**src/rtl/mdu_pkg.sv**
```systemverilog
// Shared types and decode helpers for the multiply/divide sequencing controller.
package mdu_pkg;

  // Encoding of the MDU operation presented by EX.
  typedef enum logic [3:0] {
    OP_NONE  = 4'd0,
    OP_MULT  = 4'd1,
    OP_MULTU = 4'd2,
    OP_MADD  = 4'd3,
    OP_MADDU = 4'd4,
    OP_MSUB  = 4'd5,
    OP_MSUBU = 4'd6,
    OP_MUL   = 4'd7,
    OP_DIV   = 4'd8,
    OP_DIVU  = 4'd9
  } mdu_op_e;

  // Sequencer states.
  typedef enum logic [1:0] {
    ST_IDLE    = 2'd0,
    ST_MUL_RUN = 2'd1,
    ST_DIV_RUN = 2'd2,
    ST_DONE    = 2'd3
  } mdu_state_e;

  // Accumulate select encodings seen by the HI:LO update path.
  localparam logic [1:0] ACC_NONE = 2'd0;
  localparam logic [1:0] ACC_ADD  = 2'd1;
  localparam logic [1:0] ACC_SUB  = 2'd2;

  // Op uses the pipelined multiplier.
  function automatic logic is_mult_op(input logic [3:0] op);
    logic r;
    case (op)
      OP_MULT, OP_MULTU, OP_MADD, OP_MADDU,
      OP_MSUB, OP_MSUBU, OP_MUL:             r = 1'b1;
      default:                               r = 1'b0;
    endcase
    return r;
  endfunction

  // Op uses the iterative divider.
  function automatic logic is_div_op(input logic [3:0] op);
    logic r;
    case (op)
      OP_DIV, OP_DIVU: r = 1'b1;
      default:         r = 1'b0;
    endcase
    return r;
  endfunction

  // Any real operation; NONE and unused encodings are never accepted.
  function automatic logic is_valid_op(input logic [3:0] op);
    return is_mult_op(op) | is_div_op(op);
  endfunction

  // Op treats its operands as two's complement.
  function automatic logic is_signed_op(input logic [3:0] op);
    logic r;
    case (op)
      OP_MULT, OP_MADD, OP_MSUB, OP_MUL, OP_DIV: r = 1'b1;
      default:                                   r = 1'b0;
    endcase
    return r;
  endfunction

  // Op commits into HI/LO (everything except MUL, which writes a GPR).
  function automatic logic writes_hilo(input logic [3:0] op);
    return is_valid_op(op) & (op != OP_MUL);
  endfunction

  // Accumulate mode for the HI:LO update.
  function automatic logic [1:0] acc_sel_of(input logic [3:0] op);
    logic [1:0] r;
    case (op)
      OP_MADD, OP_MADDU: r = ACC_ADD;
      OP_MSUB, OP_MSUBU: r = ACC_SUB;
      default:           r = ACC_NONE;
    endcase
    return r;
  endfunction

endpackage

```
**src/rtl/mdu_seq_ctrl.sv**
```systemverilog
// EX-stage multiply/divide sequencer: owns multiplier/divider timing, the
// EX stall, the cancel/flush policy and the one-cycle commit enables.
module mdu_seq_ctrl
  import mdu_pkg::*;
#(
  parameter int MULT_LAT = 13
) (
  input  logic       clk_i,
  input  logic       rst_i,
  input  logic       op_valid_i,
  input  logic [3:0] op_i,
  input  logic       stall_i,
  input  logic       flush_i,
  input  logic       except_i,
  input  logic       div_done_i,
  output logic       mult_ce_o,
  output logic       mult_signed_o,
  output logic       mult_sclr_o,
  output logic       div_start_o,
  output logic       div_signed_o,
  output logic       div_abort_o,
  output logic [1:0] acc_sel_o,
  output logic       stall_o,
  output logic       hi_we_o,
  output logic       lo_we_o,
  output logic       rd_we_o,
  output logic       busy_o
);

  localparam int CNT_W = $clog2(MULT_LAT + 1);
  // The accept cycle is the first CE cycle, so MUL_RUN lasts MULT_LAT-1
  // cycles; cnt counts MUL_RUN cycles from 0 and leaves on its last value.
  localparam logic [CNT_W-1:0] CNT_LAST = CNT_W'(MULT_LAT - 2);

  mdu_state_e       state_r;
  mdu_state_e       state_nxt_s;
  logic [CNT_W-1:0] cnt_r;
  logic [CNT_W-1:0] cnt_nxt_s;
  logic [3:0]       op_r;
  logic [3:0]       op_nxt_s;

  logic             accept_s;
  logic             cancel_s;
  logic             commit_s;
  logic [3:0]       cur_op_s;

  // Accept/cancel qualifiers; accept is gated by reset so outputs stay low
  // while rst_i is asserted.
  always_comb begin
    accept_s = rst_i & (state_r == ST_IDLE) & op_valid_i & is_valid_op(op_i)
             & ~flush_i & ~except_i;
    cancel_s = (state_r != ST_IDLE) & (flush_i | except_i);
    commit_s = (state_r == ST_DONE) & ~stall_i & ~flush_i & ~except_i;
    if (accept_s) begin
      cur_op_s = op_i;
    end else begin
      cur_op_s = op_r;
    end
  end

  // Next-state, counter and op-register update.
  always_comb begin
    state_nxt_s = state_r;
    cnt_nxt_s   = {CNT_W{1'b0}};
    op_nxt_s    = op_r;
    case (state_r)
      ST_IDLE: begin
        if (accept_s) begin
          op_nxt_s = op_i;
          if (is_mult_op(op_i)) begin
            state_nxt_s = ST_MUL_RUN;
          end else begin
            state_nxt_s = ST_DIV_RUN;
          end
        end else begin
          op_nxt_s = OP_NONE;
        end
      end
      ST_MUL_RUN: begin
        if (cancel_s) begin
          state_nxt_s = ST_IDLE;
          op_nxt_s    = OP_NONE;
        end else if (cnt_r >= CNT_LAST) begin
          state_nxt_s = ST_DONE;
        end else begin
          cnt_nxt_s = cnt_r + CNT_W'(1);
        end
      end
      ST_DIV_RUN: begin
        if (cancel_s) begin
          state_nxt_s = ST_IDLE;
          op_nxt_s    = OP_NONE;
        end else if (div_done_i) begin
          state_nxt_s = ST_DONE;
        end else begin
          state_nxt_s = ST_DIV_RUN;
        end
      end
      ST_DONE: begin
        if (cancel_s || !stall_i) begin
          state_nxt_s = ST_IDLE;
          op_nxt_s    = OP_NONE;
        end else begin
          state_nxt_s = ST_DONE;
        end
      end
      default: begin
        state_nxt_s = ST_IDLE;
        op_nxt_s    = OP_NONE;
      end
    endcase
  end

  // Resource controls, stall and commit enables.
  always_comb begin
    mult_ce_o     = 1'b0;
    mult_sclr_o   = 1'b0;
    div_start_o   = 1'b0;
    div_abort_o   = 1'b0;
    stall_o       = 1'b0;
    hi_we_o       = 1'b0;
    lo_we_o       = 1'b0;
    rd_we_o       = 1'b0;
    busy_o        = (state_r != ST_IDLE);
    mult_signed_o = is_mult_op(cur_op_s) & is_signed_op(cur_op_s);
    div_signed_o  = is_div_op(cur_op_s) & is_signed_op(cur_op_s);
    acc_sel_o     = acc_sel_of(cur_op_s);
    case (state_r)
      ST_IDLE: begin
        if (accept_s) begin
          mult_ce_o   = is_mult_op(op_i);
          div_start_o = is_div_op(op_i);
          stall_o     = 1'b1;
        end else begin
          stall_o     = 1'b0;
        end
      end
      ST_MUL_RUN: begin
        mult_ce_o   = 1'b1;
        stall_o     = 1'b1;
        mult_sclr_o = cancel_s;
      end
      ST_DIV_RUN: begin
        stall_o     = 1'b1;
        mult_sclr_o = cancel_s;
        div_abort_o = cancel_s;
      end
      ST_DONE: begin
        stall_o     = stall_i;
        mult_sclr_o = cancel_s;
        if (commit_s) begin
          hi_we_o = writes_hilo(op_r);
          lo_we_o = writes_hilo(op_r);
          rd_we_o = (op_r == OP_MUL);
        end else begin
          hi_we_o = 1'b0;
        end
      end
      default: begin
        busy_o = 1'b1;
      end
    endcase
  end

  // State, counter and latched-op registers.
  always_ff @(posedge clk_i or negedge rst_i) begin
    if (!rst_i) begin
      state_r <= ST_IDLE;
      cnt_r   <= {CNT_W{1'b0}};
      op_r    <= OP_NONE;
    end else begin
      state_r <= state_nxt_s;
      cnt_r   <= cnt_nxt_s;
      op_r    <= op_nxt_s;
    end
  end

endmodule
```
**config.mk**
```make
export PLATFORM = sky130hd
export DESIGN_NAME = mdu_seq_ctrl
export DESIGN_NICKNAME = d
export VERILOG_FILES = /design/src/rtl/mdu_pkg.sv /design/src/rtl/mdu_seq_ctrl.sv
export SDC_FILE = /design/constraint.sdc
export NUM_CORES = 1
export LEC_CHECK = 0
export BUFFER_PORTS_ARGS = -buffer_cell sky130_fd_sc_hd__buf_2
export CELL_PAD_IN_SITES_DETAIL_PLACEMENT = 0
export CELL_PAD_IN_SITES_GLOBAL_PLACEMENT = 2
export CORE_ASPECT_RATIO = 0.7
export CORE_UTILIZATION = 32
export CTS_BUF_LIST = sky130_fd_sc_hd__clkbuf_4 sky130_fd_sc_hd__clkbuf_8 sky130_fd_sc_hd__clkbuf_16
export CTS_CLUSTER_DIAMETER = 50
export CTS_CLUSTER_SIZE = 8
export DETAILED_ROUTE_END_ITERATION = 6
export PLACE_DENSITY_LB_ADDON = 0.1
export SLEW_MARGIN = 20
export SYNTH_ARGS = -nofsm -noshare
export SYNTH_HDL_FRONTEND = slang
export SYNTH_SLANG_ARGS = --single-unit
```
**constraint.sdc**
```tcl
create_clock -name clk_i -period 3.8 [get_ports clk_i]
set_input_delay 0.76 -clock clk_i [delete_from_list [all_inputs] [get_ports clk_i]]
set_output_delay 0.76 -clock clk_i [all_outputs]
set_load 0.01 [all_outputs]
```
==> summary.md <==
| Metric | Value |
|---|---|
| Reg-to-reg endpoint | `state_r[1]$_DFFE_PN0P_` |
| # rows | `15` |
| Sequential-to-total area share from yosys stat | `28.8%` |
| Flop2flop setup slack | `1.92 ns` |
| Worst R2R Path Depth | `6` |
| Worst-path maximum fanout | `10` |
| Vias | `765` |
| Filler cell count | `275` |
| Synth Cell Area | `roughly 870 um2` |
| Pin count of the biggest net entering global routing | `13` |
| Initial Util | `34.5%` |
| Synth top area share | `between 20% and 30%` |
| Worst-path cell chain | `buf_2, or4_4, nand4_4, mux2i_1, a2bb2o_4, buf_2` |
| CP max-delay cell | `or4_4` |
| All-layer global routing usage | `14.8%` |
| Clk root buf | `clkbuf_8` |
| Outcome | `complete, no violations` |
| Overflow after GRT | `0` |
| Slew headroom | `68.9%` |
| Num CTS Buffers | `3` |
| Clock sinks | `10` |
| Top cells by area, synth | `dfrtp_1 (29%), ha_1 (8.6%), nor2_1 (6.1%)` |
| CTS H-tree lvls | `1` |
| Synthesized instance count | `101` |
| GP Congestion | `0.778` |
| Crit path launch type | `primary input` |
| Via count of the first global-routing pass | `672` |
| Worst flop-to-flop path startpoint | `state_r[0]$_DFFE_PN0P_` |
| # setup viols final | `0` |
| Fin crit period | `2.95 ns` |
| Total Nets Final | `roughly 140` |
| Die width | `64.3 um` |
| Setup TNS | `0 ns` |
| Total power | `approximately 570 uW` |
| Crit path capture type | `output port` |
| TritonCTS clock tree | `done` |
| Final hold viol count | `0` |
| Final Util | `about two fifths` |
| Top-count cell post-synth | `nor2_1` |
| Max Cap Viol | `0` |
| Leakage power | `approximately 0.52 nW` |
| Num ports | `24` |
| ANT cells | `0` |
| F_max | `339 MHz` |
| Routed WL per cell | `approximately 13 um` |
| Worst-path clk slew | `0.05 ns` |
| Latest clock arrival within the worst-skew pair | `about 0.23 ns` |
| Post-synth cell types | `38` |
| Layout cell share with drive strength beyond 1 | `26.6%` |
| Final period util | `77.7%` |
| Final WL | `just under 2 mm` |
| CTS Hold Bufs | `0` |
| Critical Path End | `acc_sel_o[0]` |
| Slew Limit Fails | `0` |
| Area delta synth->final | `21.3%` |
| Hpwl dp | `1.56 mm` |
| Initial DRT Pass Iterations | `4` |
| Clock Skews | `0.00467 ns` |
| Mapped Avg Cell Area | `8.60 um2` |
| DRT iter0 DRCs | `39` |
| Clk buf depth | `2` |
| Final hold slack | `between 0.4 and 0.5 ns` |
| FFs w/ async S/R, synth | `100%` |
| Worst endpoint required time | `3.04 ns` |
| Synth area leader | `dfrtp_1` |
| Initial antenna violation count | `0` |
| Input/output buffers | `23` |
| FF+latch count, synth | `10` |
| Top cells by count, synth | `nor2_1 (14), dfrtp_1 (10), inv_1 (7), nand2_1 (7), o21ai_0 (7)` |
| First-pass GRT wire length | `~3.1 mm` |
| HP Class | `primary input to asynchronous set/reset pin` |
| Slowest stage delay, CP | `0.54 ns` |
| Most common cell on crit path | `buf_2` |
| Routed Antenna Nets | `0` |
| Vias/cell | `a little under 5` |
| Die area | `~2900 um2` |
| Ys flop type | `dfrtp_1` |
| PD cells | `~540 nW/um2` |
| Chip height | `approximately 46 um` |
| Setup repair after global routing missed its margin | `no` |
| CP startpoint | `op_i[3]` |
| Critical Path AT | `~2.2 ns` |
| Postcts setup bufs | `0` |
| VDD IR-drop max | `271 uV` |
| Net Count, Synth | `about 120` |
| Post-route DRC | `0` |
| Critical path class | `primary input to output port` |
| Worst Tran Pin Value | `0.455 ns` |
| # resized after CTS | `0` |
| Std-Cell Core Area | `approximately 2500 um2` |
| EDFF count, synth | `0` |
| Count of warnings emitted by yosys | `0` |
## metal layers
metal	global-route usage, %	vias to the layer above	share of wire, %
li1	-	402	-
met1	22.5	348	58
met2	19.6	13	39
met3	3.75	2	2.4
met4	5.33	0	0.60
met5	0	-	0
## cells in the final DEF (no fill, tap or decap)
| master | instances |
|---|---|
| mux2i_1 | 5 |
| o21bai_1 | 1 |
| dfrtp_1 | 10 |
| a21boi_1 | 1 |
| nor2b_1 | 3 |
| a2bb2o_4 | 1 |
| a32o_1 | 1 |
| nand4_4 | 1 |
| or4_4 | 1 |
| nor4_1 | 1 |
| xor2_1 | 2 |
| nand3_1 | 4 |
| o21ba_2 | 1 |
| and2_1 | 2 |
| o22ai_1 | 1 |
| a21o_1 | 1 |
| inv_1 | 7 |
| o31ai_1 | 1 |
| a2111oi_0 | 1 |
| xnor2_1 | 2 |
| and4bb_2 | 1 |
| nand2_1 | 7 |
| nand2b_1 | 4 |
| clkbuf_8 | 4 |
| o31a_1 | 1 |
| a211oi_1 | 2 |
| o21ai_0 | 7 |
| nor2_1 | 14 |
| nor3_1 | 1 |
| a32oi_1 | 1 |
| or4b_1 | 1 |
| buf_2 | 23 |
| or2_2 | 1 |
| ha_1 | 6 |
| a21oi_1 | 3 |
| a221oi_1 | 1 |
## worst min path at each step
stage               slack (ns)                      to  cells past startpoint
global route              0.42  state_r[0]$_DFFE_PN0P_                      1
detailed placement        0.47      cnt_r[0]$_DFF_PN0_                      1
floorplan                 0.43      cnt_r[0]$_DFF_PN0_                      1
CTS                       0.41  state_r[0]$_DFFE_PN0P_                      1
global placement          0.46      cnt_r[0]$_DFF_PN0_                      1
finish                    0.40  state_r[0]$_DFFE_PN0P_                      1
## critical path, delay by kind of cell
family,cells,cell delay [ns]
AOI/OAI and AO/OA,1,0.22
muxes,1,0.23
buffers and inverters,2,0.26
and+or+nand+nor,2,0.72
## flip-flops by register name (all words and copies together) (netlist names)
signal and count:
cnt_r 4, op_r 4, state_r 2
## kinds of logic after synthesis
group | after synthesis | share of synthesized area, %
mux | 5 | 5.76
compound gates | 24 | 20.3
xor+xnor | 4 | 4.04
simple gates | 41 | 26.2
flops | 10 | 28.8
buf+inv | 11 | 6.20
fa+ha+maj | 6 | 8.65
## power breakdown
part	internal, mW	switching, mW
Combinational	0.125	0.176
Clock	0.0910	0.0408
Sequential	0.125	0.0154
Total	0.341	0.232
## through the flow
| step | cells | setup slack (ns) | instance area [um2] |
|---|---|---|---|
| after floorplan | 101 | 0.695 | 868 |
| after global placement | 154 | 0.857 | 998 |
| after detailed placement | 154 | 0.838 | 998 |
| after CTS | 158 | 0.838 | 1050 |
| after global routing | 158 | 0.739 | 1050 |
| final | 158 | 0.846 | 1050 |
## area by class of cell
class / count / area, um2 / share of cell area (%)
Sequential cell: 10 / 250 / 23.8
Inverter: 7 / 26.3 / 2.49
Tap cell: 34 / 42.5 / 4.04
Timing Repair Buffer: 23 / 115 / 10.9
Clock buffer: 4 / 55.1 / 5.23
Multi-Input combinational cell: 80 / 564 / 53.6
(Power assumes the default switching activity.)
